$ cat src/rtl/mem_access_unit_if.sv
// CPU-side load/store handshake plus the word-wide data-memory port of mem_access_unit.
// The slave modport is the sequencer; the master modport is the CPU and memory together.
interface mem_access_unit_if #(
    parameter int unsigned AW = 5,
    parameter int unsigned DW = 32
);
    logic          req;
    logic          we;
    logic [1:0]    size;
    logic          uns;
    logic [31:0]   addr;
    logic [DW-1:0] wdata;
    logic          busy;
    logic          done;
    logic [DW-1:0] rdata;
    logic          err;
    logic [AW-1:0] mem_addr;
    logic [DW-1:0] mem_din;
    logic          mem_we;
    logic [DW-1:0] mem_dout;

    modport master (
        output req, we, size, uns, addr, wdata, mem_dout,
        input  busy, done, rdata, err, mem_addr, mem_din, mem_we
    );

    modport slave (
        input  req, we, size, uns, addr, wdata, mem_dout,
        output busy, done, rdata, err, mem_addr, mem_din, mem_we
    );
endinterface

$ cat src/rtl/mem_access_unit.sv
// Multicycle load/store sequencer: byte/half/word accesses on a word-wide data memory,
// read-modify-write for narrow stores, lane extraction and sign/zero extension for loads.
module mem_access_unit #(
    parameter int unsigned AW = 5,
    parameter int unsigned DW = 32
) (
    input  logic              clk,
    input  logic              rstn,
    mem_access_unit_if.slave  bus
);

    typedef enum logic [1:0] {StIdle, StRd, StWr, StDone} state_e;

    state_e        state_q, state_d;
    logic          we_q, we_d;
    logic [1:0]    size_q, size_d;
    logic          uns_q, uns_d;
    logic [1:0]    lane_q, lane_d;
    logic [15:0]   wdata_q, wdata_d;
    logic          busy_q, busy_d;
    logic          done_q, done_d;
    logic          err_q, err_d;
    logic [DW-1:0] rdata_q, rdata_d;
    logic [AW-1:0] mem_addr_q, mem_addr_d;
    logic [DW-1:0] mem_din_q, mem_din_d;
    logic          mem_we_q, mem_we_d;

    logic          misaligned;
    logic [7:0]    byte_sel;
    logic [15:0]   half_sel;
    logic [DW-1:0] ld_ext;
    logic [DW-1:0] st_merge;

    // Bytes above the 128-byte window alias and are intentionally dropped.
    logic unused_addr;
    assign unused_addr = ^{bus.addr[31:AW+2], bus.wdata[DW-1:16]};

    assign misaligned = (bus.size == 2'b11)
                     || (bus.size == 2'b01 && bus.addr[0])
                     || (bus.size == 2'b10 && bus.addr[1:0] != 2'b00);

    always_comb begin
        byte_sel = bus.mem_dout[7:0];
        unique case (lane_q)
            2'd0: byte_sel = bus.mem_dout[7:0];
            2'd1: byte_sel = bus.mem_dout[15:8];
            2'd2: byte_sel = bus.mem_dout[23:16];
            2'd3: byte_sel = bus.mem_dout[31:24];
            default: byte_sel = bus.mem_dout[7:0];
        endcase
        half_sel = lane_q[1] ? bus.mem_dout[31:16] : bus.mem_dout[15:0];

        case (size_q)
            2'b00:   ld_ext = {{24{~uns_q & byte_sel[7]}}, byte_sel};
            2'b01:   ld_ext = {{16{~uns_q & half_sel[15]}}, half_sel};
            default: ld_ext = bus.mem_dout;
        endcase

        st_merge = bus.mem_dout;
        if (size_q == 2'b00) begin
            unique case (lane_q)
                2'd0: st_merge[7:0]   = wdata_q[7:0];
                2'd1: st_merge[15:8]  = wdata_q[7:0];
                2'd2: st_merge[23:16] = wdata_q[7:0];
                2'd3: st_merge[31:24] = wdata_q[7:0];
                default: st_merge = bus.mem_dout;
            endcase
        end else if (lane_q[1]) begin
            st_merge[31:16] = wdata_q;
        end else begin
            st_merge[15:0] = wdata_q;
        end
    end

    always_comb begin
        state_d    = state_q;
        we_d       = we_q;
        size_d     = size_q;
        uns_d      = uns_q;
        lane_d     = lane_q;
        wdata_d    = wdata_q;
        busy_d     = busy_q;
        done_d     = 1'b0;
        err_d      = 1'b0;
        rdata_d    = rdata_q;
        mem_addr_d = mem_addr_q;
        mem_din_d  = mem_din_q;
        mem_we_d   = 1'b0;

        unique case (state_q)
            StIdle: begin
                if (bus.req) begin
                    we_d       = bus.we;
                    size_d     = bus.size;
                    uns_d      = bus.uns;
                    lane_d     = bus.addr[1:0];
                    wdata_d    = bus.wdata[15:0];
                    mem_addr_d = bus.addr[AW+1:2];
                    busy_d     = 1'b1;
                    if (misaligned) begin
                        state_d = StDone;
                        done_d  = 1'b1;
                        err_d   = 1'b1;
                    end else if (bus.we && bus.size == 2'b10) begin
                        state_d   = StWr;
                        mem_din_d = bus.wdata;
                        mem_we_d  = 1'b1;
                    end else begin
                        state_d = StRd;
                    end
                end
            end
            StRd: begin
                if (we_q) begin
                    state_d   = StWr;
                    mem_din_d = st_merge;
                    mem_we_d  = 1'b1;
                end else begin
                    state_d = StDone;
                    rdata_d = ld_ext;
                    done_d  = 1'b1;
                end
            end
            StWr: begin
                state_d = StDone;
                done_d  = 1'b1;
            end
            StDone: begin
                state_d = StIdle;
                busy_d  = 1'b0;
            end
            default: state_d = StIdle;
        endcase
    end

    always_ff @(posedge clk or negedge rstn) begin
        if (!rstn) begin
            state_q    <= StIdle;
            we_q       <= 1'b0;
            size_q     <= 2'b00;
            uns_q      <= 1'b0;
            lane_q     <= 2'b00;
            wdata_q    <= '0;
            busy_q     <= 1'b0;
            done_q     <= 1'b0;
            err_q      <= 1'b0;
            rdata_q    <= '0;
            mem_addr_q <= '0;
            mem_din_q  <= '0;
            mem_we_q   <= 1'b0;
        end else begin
            state_q    <= state_d;
            we_q       <= we_d;
            size_q     <= size_d;
            uns_q      <= uns_d;
            lane_q     <= lane_d;
            wdata_q    <= wdata_d;
            busy_q     <= busy_d;
            done_q     <= done_d;
            err_q      <= err_d;
            rdata_q    <= rdata_d;
            mem_addr_q <= mem_addr_d;
            mem_din_q  <= mem_din_d;
            mem_we_q   <= mem_we_d;
        end
    end

    assign bus.busy     = busy_q;
    assign bus.done     = done_q;
    assign bus.err      = err_q;
    assign bus.rdata    = rdata_q;
    assign bus.mem_addr = mem_addr_q;
    assign bus.mem_din  = mem_din_q;
    assign bus.mem_we   = mem_we_q;

endmodule

$ cat src/flat_wrapper.sv
// flat-port wrapper written by rule: the top's interface ports become plain ports
module mem_access_unit_flat 
#(
    parameter int unsigned AW = 5,
    parameter int unsigned DW = 32
)
  (clk, rstn, bus_req, bus_we, bus_size, bus_uns, bus_addr, bus_wdata, bus_mem_dout, bus_busy, bus_done, bus_rdata, bus_err, bus_mem_addr, bus_mem_din, bus_mem_we);
  mem_access_unit_if #(.AW(AW), .DW(DW)) bus_i ();
  input  logic clk;
  input  logic rstn;
  input wire logic [$bits(bus_i.req)-1:0] bus_req;
  input wire logic [$bits(bus_i.we)-1:0] bus_we;
  input wire logic [$bits(bus_i.size)-1:0] bus_size;
  input wire logic [$bits(bus_i.uns)-1:0] bus_uns;
  input wire logic [$bits(bus_i.addr)-1:0] bus_addr;
  input wire logic [$bits(bus_i.wdata)-1:0] bus_wdata;
  input wire logic [$bits(bus_i.mem_dout)-1:0] bus_mem_dout;
  output wire logic [$bits(bus_i.busy)-1:0] bus_busy;
  output wire logic [$bits(bus_i.done)-1:0] bus_done;
  output wire logic [$bits(bus_i.rdata)-1:0] bus_rdata;
  output wire logic [$bits(bus_i.err)-1:0] bus_err;
  output wire logic [$bits(bus_i.mem_addr)-1:0] bus_mem_addr;
  output wire logic [$bits(bus_i.mem_din)-1:0] bus_mem_din;
  output wire logic [$bits(bus_i.mem_we)-1:0] bus_mem_we;
  assign bus_i.req = bus_req;
  assign bus_i.we = bus_we;
  assign bus_i.size = bus_size;
  assign bus_i.uns = bus_uns;
  assign bus_i.addr = bus_addr;
  assign bus_i.wdata = bus_wdata;
  assign bus_i.mem_dout = bus_mem_dout;
  assign bus_busy = bus_i.busy;
  assign bus_done = bus_i.done;
  assign bus_rdata = bus_i.rdata;
  assign bus_err = bus_i.err;
  assign bus_mem_addr = bus_i.mem_addr;
  assign bus_mem_din = bus_i.mem_din;
  assign bus_mem_we = bus_i.mem_we;
  mem_access_unit #(.AW(AW), .DW(DW)) u_core (.clk(clk), .rstn(rstn), .bus(bus_i));
endmodule
$ cat config.mk
export PLATFORM = sky130hd
export DESIGN_NAME = mem_access_unit_flat
export DESIGN_NICKNAME = d
export VERILOG_FILES = /design/src/rtl/mem_access_unit_if.sv /design/src/rtl/mem_access_unit.sv /design/src/flat_wrapper.sv
export SDC_FILE = /design/constraint.sdc
export NUM_CORES = 1
export LEC_CHECK = 0
export ABC_AREA = 1
export CORE_MARGIN = 4
export CORE_UTILIZATION = 40
export DETAILED_ROUTE_END_ITERATION = 8
export HOLD_SLACK_MARGIN = 0.03
export PLACE_DENSITY_LB_ADDON = 0.12
export SYNTH_ARGS = -nofsm -noshare
export SYNTH_HDL_FRONTEND = slang
export SYNTH_SLANG_ARGS = --single-unit
$ cat constraint.sdc
create_clock -name clk -period 3.5 [get_ports clk]
set_input_delay 0.7 -clock clk [delete_from_list [all_inputs] [get_ports clk]]
set_output_delay 0.7 -clock clk [all_outputs]
set_load 0.05 [all_outputs]
==> results of run 1 <==
per-layer routing:
layer | up-vias | track usage, % | share of wire [%]
li1 | 3234 | - | -
met1 | 2959 | 33.1 | 48
met2 | 191 | 34.1 | 45
met3 | 14 | 3.38 | 5.7
met4 | 0 | 6.52 | 1.4
met5 | - | 0 | 0
state kept, by name, summed over array words and instances (netlist names):
register,count
u_core.bus.mem_we,1
u_core.bus.rdata,32
u_core.bus.mem_addr,5
u_core.state_q,2
u_core.wdata_q,16
u_core.uns_q,1
u_core.bus.busy,1
u_core.size_q,2
u_core.we_q,1
u_core.bus.mem_din,32
u_core.bus.err,1
u_core.bus.done,1
u_core.lane_q,2
cell families after synthesis:
| family | Yosys count | share of synthesized area [%] |
|---|---|---|
| simple gates | 654 | 42.3 |
| compound gates | 94 | 8.22 |
| flops | 97 | 39.2 |
| fa+ha+maj | 5 | 1.01 |
| buf+inv | 129 | 9.29 |
synthesized netlist by cell type:
library cell	instances
nand3_2	2
inv_1	67
dfrtp_1	97
o21ai_1	11
a21oi_2	1
a21oi_4	1
nor2_1	140
clkbuf_1	15
o211ai_1	3
buf_1	3
nand2_2	3
a21oi_1	38
nand2_1	426
o21ai_0	30
a31oi_1	5
buf_2	25
o22ai_1	3
o31ai_1	1
buf_4	8
nor2_2	3
o21ai_2	1
buf_6	4
inv_2	6
nor2_4	3
or2_2	16
ha_1	5
clkinv_1	1
nand3_1	61
final cells by class:
cell class	instances	share of cell area [%]
multi-input cells	753	39.6
flip-flops and latches	97	30.1
repair buffers	162	19.9
inverters	74	3.44
clock buffers	12	2.93
well taps	188	2.92
clock inverters	3	1.12
power breakdown:
part	switching [µW]	total, µW	internal (µW)	leakage, µW
clock	435	1130	696	0.000157
sequential	350	2030	1680	0.00117
combinational	3930	5770	1840	0.00275
per-stage QoR:
stage / util, % / worst slack, ns / power, µW / std cells
finish: 53.1 / 1.22 / 8940 / 1289
global route: 53.1 / 1.02 / 9660 / 1289
CTS: 53.1 / 1.22 / 9010 / 1289
detailed placement: 50.9 / 0.893 / 7850 / 1274
global placement: 50.9 / 0.914 / 7790 / 1274
floorplan: - / 1.88 / 6230 / 979
path summary, 6_finish.rpt:
path	startpoint	slack [ns]	to	cells past startpoint
setup / recovery	u_core.bus.rdata[7]	1.22	bus_rdata[7]	1
hold / removal	rstn	0.36	u_core.bus.busy	1
setup reg to reg	u_core.size_q[1]	1.23	u_core.bus.rdata[20]	7
hold reg to reg	u_core.bus.mem_din[28]	0.47	u_core.bus.mem_din[28]	2
max in group asynchronous	rstn	2.42	u_core.wdata_q[11]	2
min in group clk	u_core.bus.mem_din[28]	0.47	u_core.bus.mem_din[28]	2
==> impl_metrics.py, run 1 <==
metrics = {
    "outcome": {
        "status": "complete, no violations",
    },
    "synthesis": {
        "synth_top_cell_by_area": "dfrtp_1",
        "synth_seq_area_share_pct": 39.2,
        "avgSynthCellArea_um2": 6.33,
        "yosys-top-cells-area": "dfrtp_1, nand2_1, nor2_1, nand3_1, inv_1",
        "synth_top_area_share_pct": 39.2,
        "syn-cell-area_mm2": 0.00620,
        "netlist_instances": 979,
        "syn-num-nets": 1087,
        "ys_ff_latch": 97,
        "yosysWarningCount": 0,
        "ys_types": 28,
    },
    "die": {
        "dieHeight_um": 132,
        "die_x_um": 132,
        "num_io_pins": 176,
        "die_area_mm2": 0.0175,
        "core_area_mm2": 0.0152,
        "start_util_pct": 40.8,
        "fp-row-count": 45,
    },
    "setup_path": {
        "path_max_fanout": 2,
        "worstSetupPathType": "flip-flop to output port",
        "critical_path.cell_chain": "clkdlybuf4s50_1",
        "crit_arrival_ns": 1.58,
        "crit_path_end_kind": "output port",
        "cpPeakStageDelay_ns": 0.83,
        "cp-start-kind": "flip-flop",
        "cp_num_buf_inv": 1,
        "required_ns": 2.80,
        "crit_slowest_cell": "clkdlybuf4s50_1",
        "critPathTopFamily": "buffers and inverters",
    },
    "min_path": {
        "worstHoldPathType": "primary input to asynchronous set/reset pin",
    },
    "sta": {
        "finalCritPeriodShare_pct": 65.1,
        "skew_ns": 0.00918,
        "maxSlewViolCount": 0,
        "tns_ns": 0,
        "hold_viol_final": 0,
        "final-setup-viol-count": 0,
        "clock.fmax_mhz": 439,
        "fin_crit_ns": 2.28,
        "grt_setup_unrepaired": "no",
        "whs_ns": 0.365,
        "slew_headroom_pct": 36.4,
        "worstMarginPinSlew_ns": 0.953,
    },
    "detailed_routing": {
        "initialDrtViolationCount": 536,
        "totalWireLength_mm": 19.7,
        "routed_via_density": 4.96,
        "vias": 6398,
        "drc": 0,
        "drtPass1Iterations": 6,
        "final_antenna_net_count": 0,
        "post_drt_wl_per_cell_um": 15.3,
    },
    "global_routing": {
        "grt_max_degree": 59,
        "grt_pass1_vias": 5931,
        "overflow": 0,
        "grt_use_total_pct": 22.4,
        "grt_pass1_wl_mm": 31.9,
        "grt_antenna_before_repair": 0,
    },
    "final_layout": {
        "areaGrowthSynthToFinish_pct": 30.2,
        "final_nets": 1205,
        "layout_commonest_cell": "nand2_1",
        "multi_input_area_mm2": 0.00320,
        "n_antenna_cell": 0,
        "final_cell_mix": "nand2_1, clkdlybuf4s50_1, nor2_1, dfrtp_1, inv_1",
        "fillerInstances": 1600,
        "final_layout_size_suffix_gt1_share_pct": 5.72,
        "seqCellArea_mm2": 0.00243,
        "fin_area_mm2": 0.00807,
    },
    "place": {
        "dp_hpwl_mm": 14.1,
        "io_buffers": 150,
        "dpl_cell_area_mm2": 0.00774,
        "place.gp.congestion": 0.893,
    },
    "power": {
        "max-vdd-ir-drop_uv": 410,
        "power_density_mw_per_mm2": 1110,
        "p_leak_uw": 0.00408,
    },
    "clock_network": {
        "postCtsSetupBuffers": 0,
        "cts-root-buf": "clkbuf_16",
        "cts_tree": "done",
        "clk_pin_slew_worst_paths_ns": 0.07,
        "cts.path.max_buffers": 2,
        "clock_latency_ns": 0.35,
        "cts.sinks": 97,
        "htreeDepth": 3,
        "cts_resized": 0,
        "cts_buffers": 9,
        "postCtsHoldBufs": 0,
    },
    "flow_run": {
        "drv_cap": 0,
    },
}
Power figures use the tool's default switching activity.
==> inputs of run 2 (changes only) <==
==> constraint.sdc (replaced) <==
create_clock -name clk -period 2.3 [get_ports clk]
set_input_delay 0.46 -clock clk [delete_from_list [all_inputs] [get_ports clk]]
set_output_delay 0.46 -clock clk [all_outputs]
set_load 0.05 [all_outputs]
==> run 2 against run 1 <==
- clock skew decreased by 0.0018 ns
- die area unchanged
- worst hold slack got worse by 0.29 ns
- via count increased by 0.48%
- flip-flop and latch count unchanged
- cell area increased by 1.5%
- highest routed layer unchanged
- global-route usage increased by 0.064 points
- first-iteration DRC count increased by 38%
- setup slack got worse by 0.96 ns
- non-clock buffer count increased by 10
- register-to-register slack got worse by 0.97 ns
- critical path depth unchanged
==> impl_metrics.py, run 2 (synthesized netlist as in run 1, its figures left out) <==
metrics = {
    "die": {
        "dieHeight_um": 132,
        "die_area_mm2": 0.0175,
        "start_util_pct": 40.8,
        "fp-row-count": 45,
        "die_x_um": 132,
        "num_io_pins": 176,
        "core_area_mm2": 0.0152,
    },
    "power": {
        "power_density_mw_per_mm2": 1680,
        "p_switching_uw": 7240,
        "clkPwrFrac_pct": 12.4,
        "seq_power_share_pct": 22.5,
        "max-vdd-ir-drop_uv": 747,
        "swShare_pct": 52.6,
        "internal-power_uw": 6510,
        "pwr-share-comb_pct": 65.1,
        "p_leak_uw": 0.00413,
        "total_power_uw": 13700,
    },
    "clock_network": {
        "postCtsHoldBufs": 0,
        "cts-root-buf": "clkbuf_16",
        "htreeDepth": 3,
        "cts_resized": 0,
        "clock_latency_ns": 0.35,
        "cts.sinks": 97,
        "clk_pin_slew_worst_paths_ns": 0.07,
        "cts.path.max_buffers": 2,
        "cts_tree": "done",
        "cts_buffers": 9,
        "postCtsSetupBuffers": 0,
    },
    "sta": {
        "tns_ns": 0,
        "worstMarginPinSlew_ns": 0.608,
        "grt_setup_unrepaired": "no",
        "maxSlewViolCount": 0,
        "clock.fmax_mhz": 490,
        "hold_viol_final": 0,
        "fin_crit_ns": 2.04,
        "skew_ns": 0.00739,
        "finalCritPeriodShare_pct": 88.7,
        "final-setup-viol-count": 0,
        "slew_headroom_pct": 59.4,
    },
    "setup_path": {
        "path_max_fanout": 2,
        "crit_path_end_kind": "output port",
        "cp.depth": 1,
        "cpPeakStageDelay_ns": 0.82,
        "reg2reg_depth": 10,
        "crit_arrival_ns": 1.58,
        "critPathTopFamily": "buffers and inverters",
        "critical_path.cell_chain": "clkdlybuf4s50_1",
        "crit_slowest_cell": "clkdlybuf4s50_1",
        "cp-start-kind": "flip-flop",
        "worstSetupPathType": "flip-flop to output port",
        "cp_num_buf_inv": 1,
        "required_ns": 1.84,
    },
    "final_layout": {
        "final_nets": 1215,
        "final_layout_size_suffix_gt1_share_pct": 6.83,
        "n_antenna_cell": 0,
        "final_cell_mix": "nand2_1, clkdlybuf4s50_1, nor2_1, dfrtp_1, inv_1",
        "layout_commonest_cell": "nand2_1",
        "areaGrowthSynthToFinish_pct": 32.1,
    },
    "detailed_routing": {
        "drtPass1Iterations": 6,
        "final_antenna_net_count": 0,
        "initialDrtViolationCount": 739,
        "drc": 0,
        "vias": 6429,
        "totalWireLength_mm": 19.8,
        "post_drt_wl_per_cell_um": 15.2,
        "routed_via_density": 4.95,
    },
    "global_routing": {
        "grt_max_degree": 60,
        "grt_use_total_pct": 22.5,
        "overflow": 0,
        "grt_pass1_vias": 6093,
        "grt_pass1_wl_mm": 31.9,
        "grt_antenna_before_repair": 0,
    },
    "place": {
        "dp_hpwl_mm": 14.2,
        "io_buffers": 150,
        "place.gp.congestion": 0.895,
    },
    "flow_run": {
        "drv_cap": 0,
    },
    "min_path": {
        "worstHoldPathType": "primary input to asynchronous set/reset pin",
    },
    "outcome": {
        "status": "complete, no violations",
    },
}
-- run 2: final timing paths --
path	startpoint	to	slack, ns
max	u_core.bus.rdata[6]	bus_rdata[6]	0.26
min reg2reg	u_core.bus.mem_din[28]	u_core.bus.mem_din[28]	0.48
max in group asynchronous	rstn	u_core.bus.rdata[29]	1.52
min	rstn	u_core.state_q[1]	0.08
max reg2reg	u_core.state_q[1]	u_core.bus.mem_din[25]	0.26
min in group clk	u_core.bus.mem_din[28]	u_core.bus.mem_din[28]	0.48
-- run 2: layout make-up --
type	count	area, µm²
Fill cell	1534	7020
Multi-Input combinational cell	753	3200
Sequential cell	97	2430
Timing Repair Buffer	172	1710
Inverter	74	278
Clock buffer	12	256
Tap cell	188	235
Clock inverter	4	75.1
-- run 2: power groups by stage --
| stage | sequential [µW] | combinational, µW | clock, µW |
|---|---|---|---|
| global placement | 3120 | 8890 | 0 |
| detailed placement | 3100 | 8970 | 0 |
| CTS | 3090 | 9000 | 1720 |
| global route | 3190 | 9860 | 1780 |
| finish | 3090 | 8950 | 1700 |
| floorplan | 5110 | 4370 | 0 |
-- run 2: through the flow --
stage / util [%] / std cells / setup slack, ns / hold WS (ns) / instance area [µm²]
after global routing: 53.8 / 1300 / 0.111 / 0.114 / 8180
final: 53.8 / 1300 / 0.261 / 0.0763 / 8180
after floorplan: - / 979 / 0.735 / 0.164 / 6200
after CTS: 53.8 / 1300 / 0.251 / 0.0867 / 8180
after global placement: 51.6 / 1284 / 0.211 / 0.458 / 7850
after detailed placement: 51.6 / 1284 / 0.184 / 0.462 / 7850
-- run 2: per-layer routing --
metal | track usage (%) | wire length [µm]
met2 | 34.5 | 8830
met3 | 3.31 | 1320
met1 | 33.2 | 9330
met4 | 6.29 | 312
met5 | 0 | 0
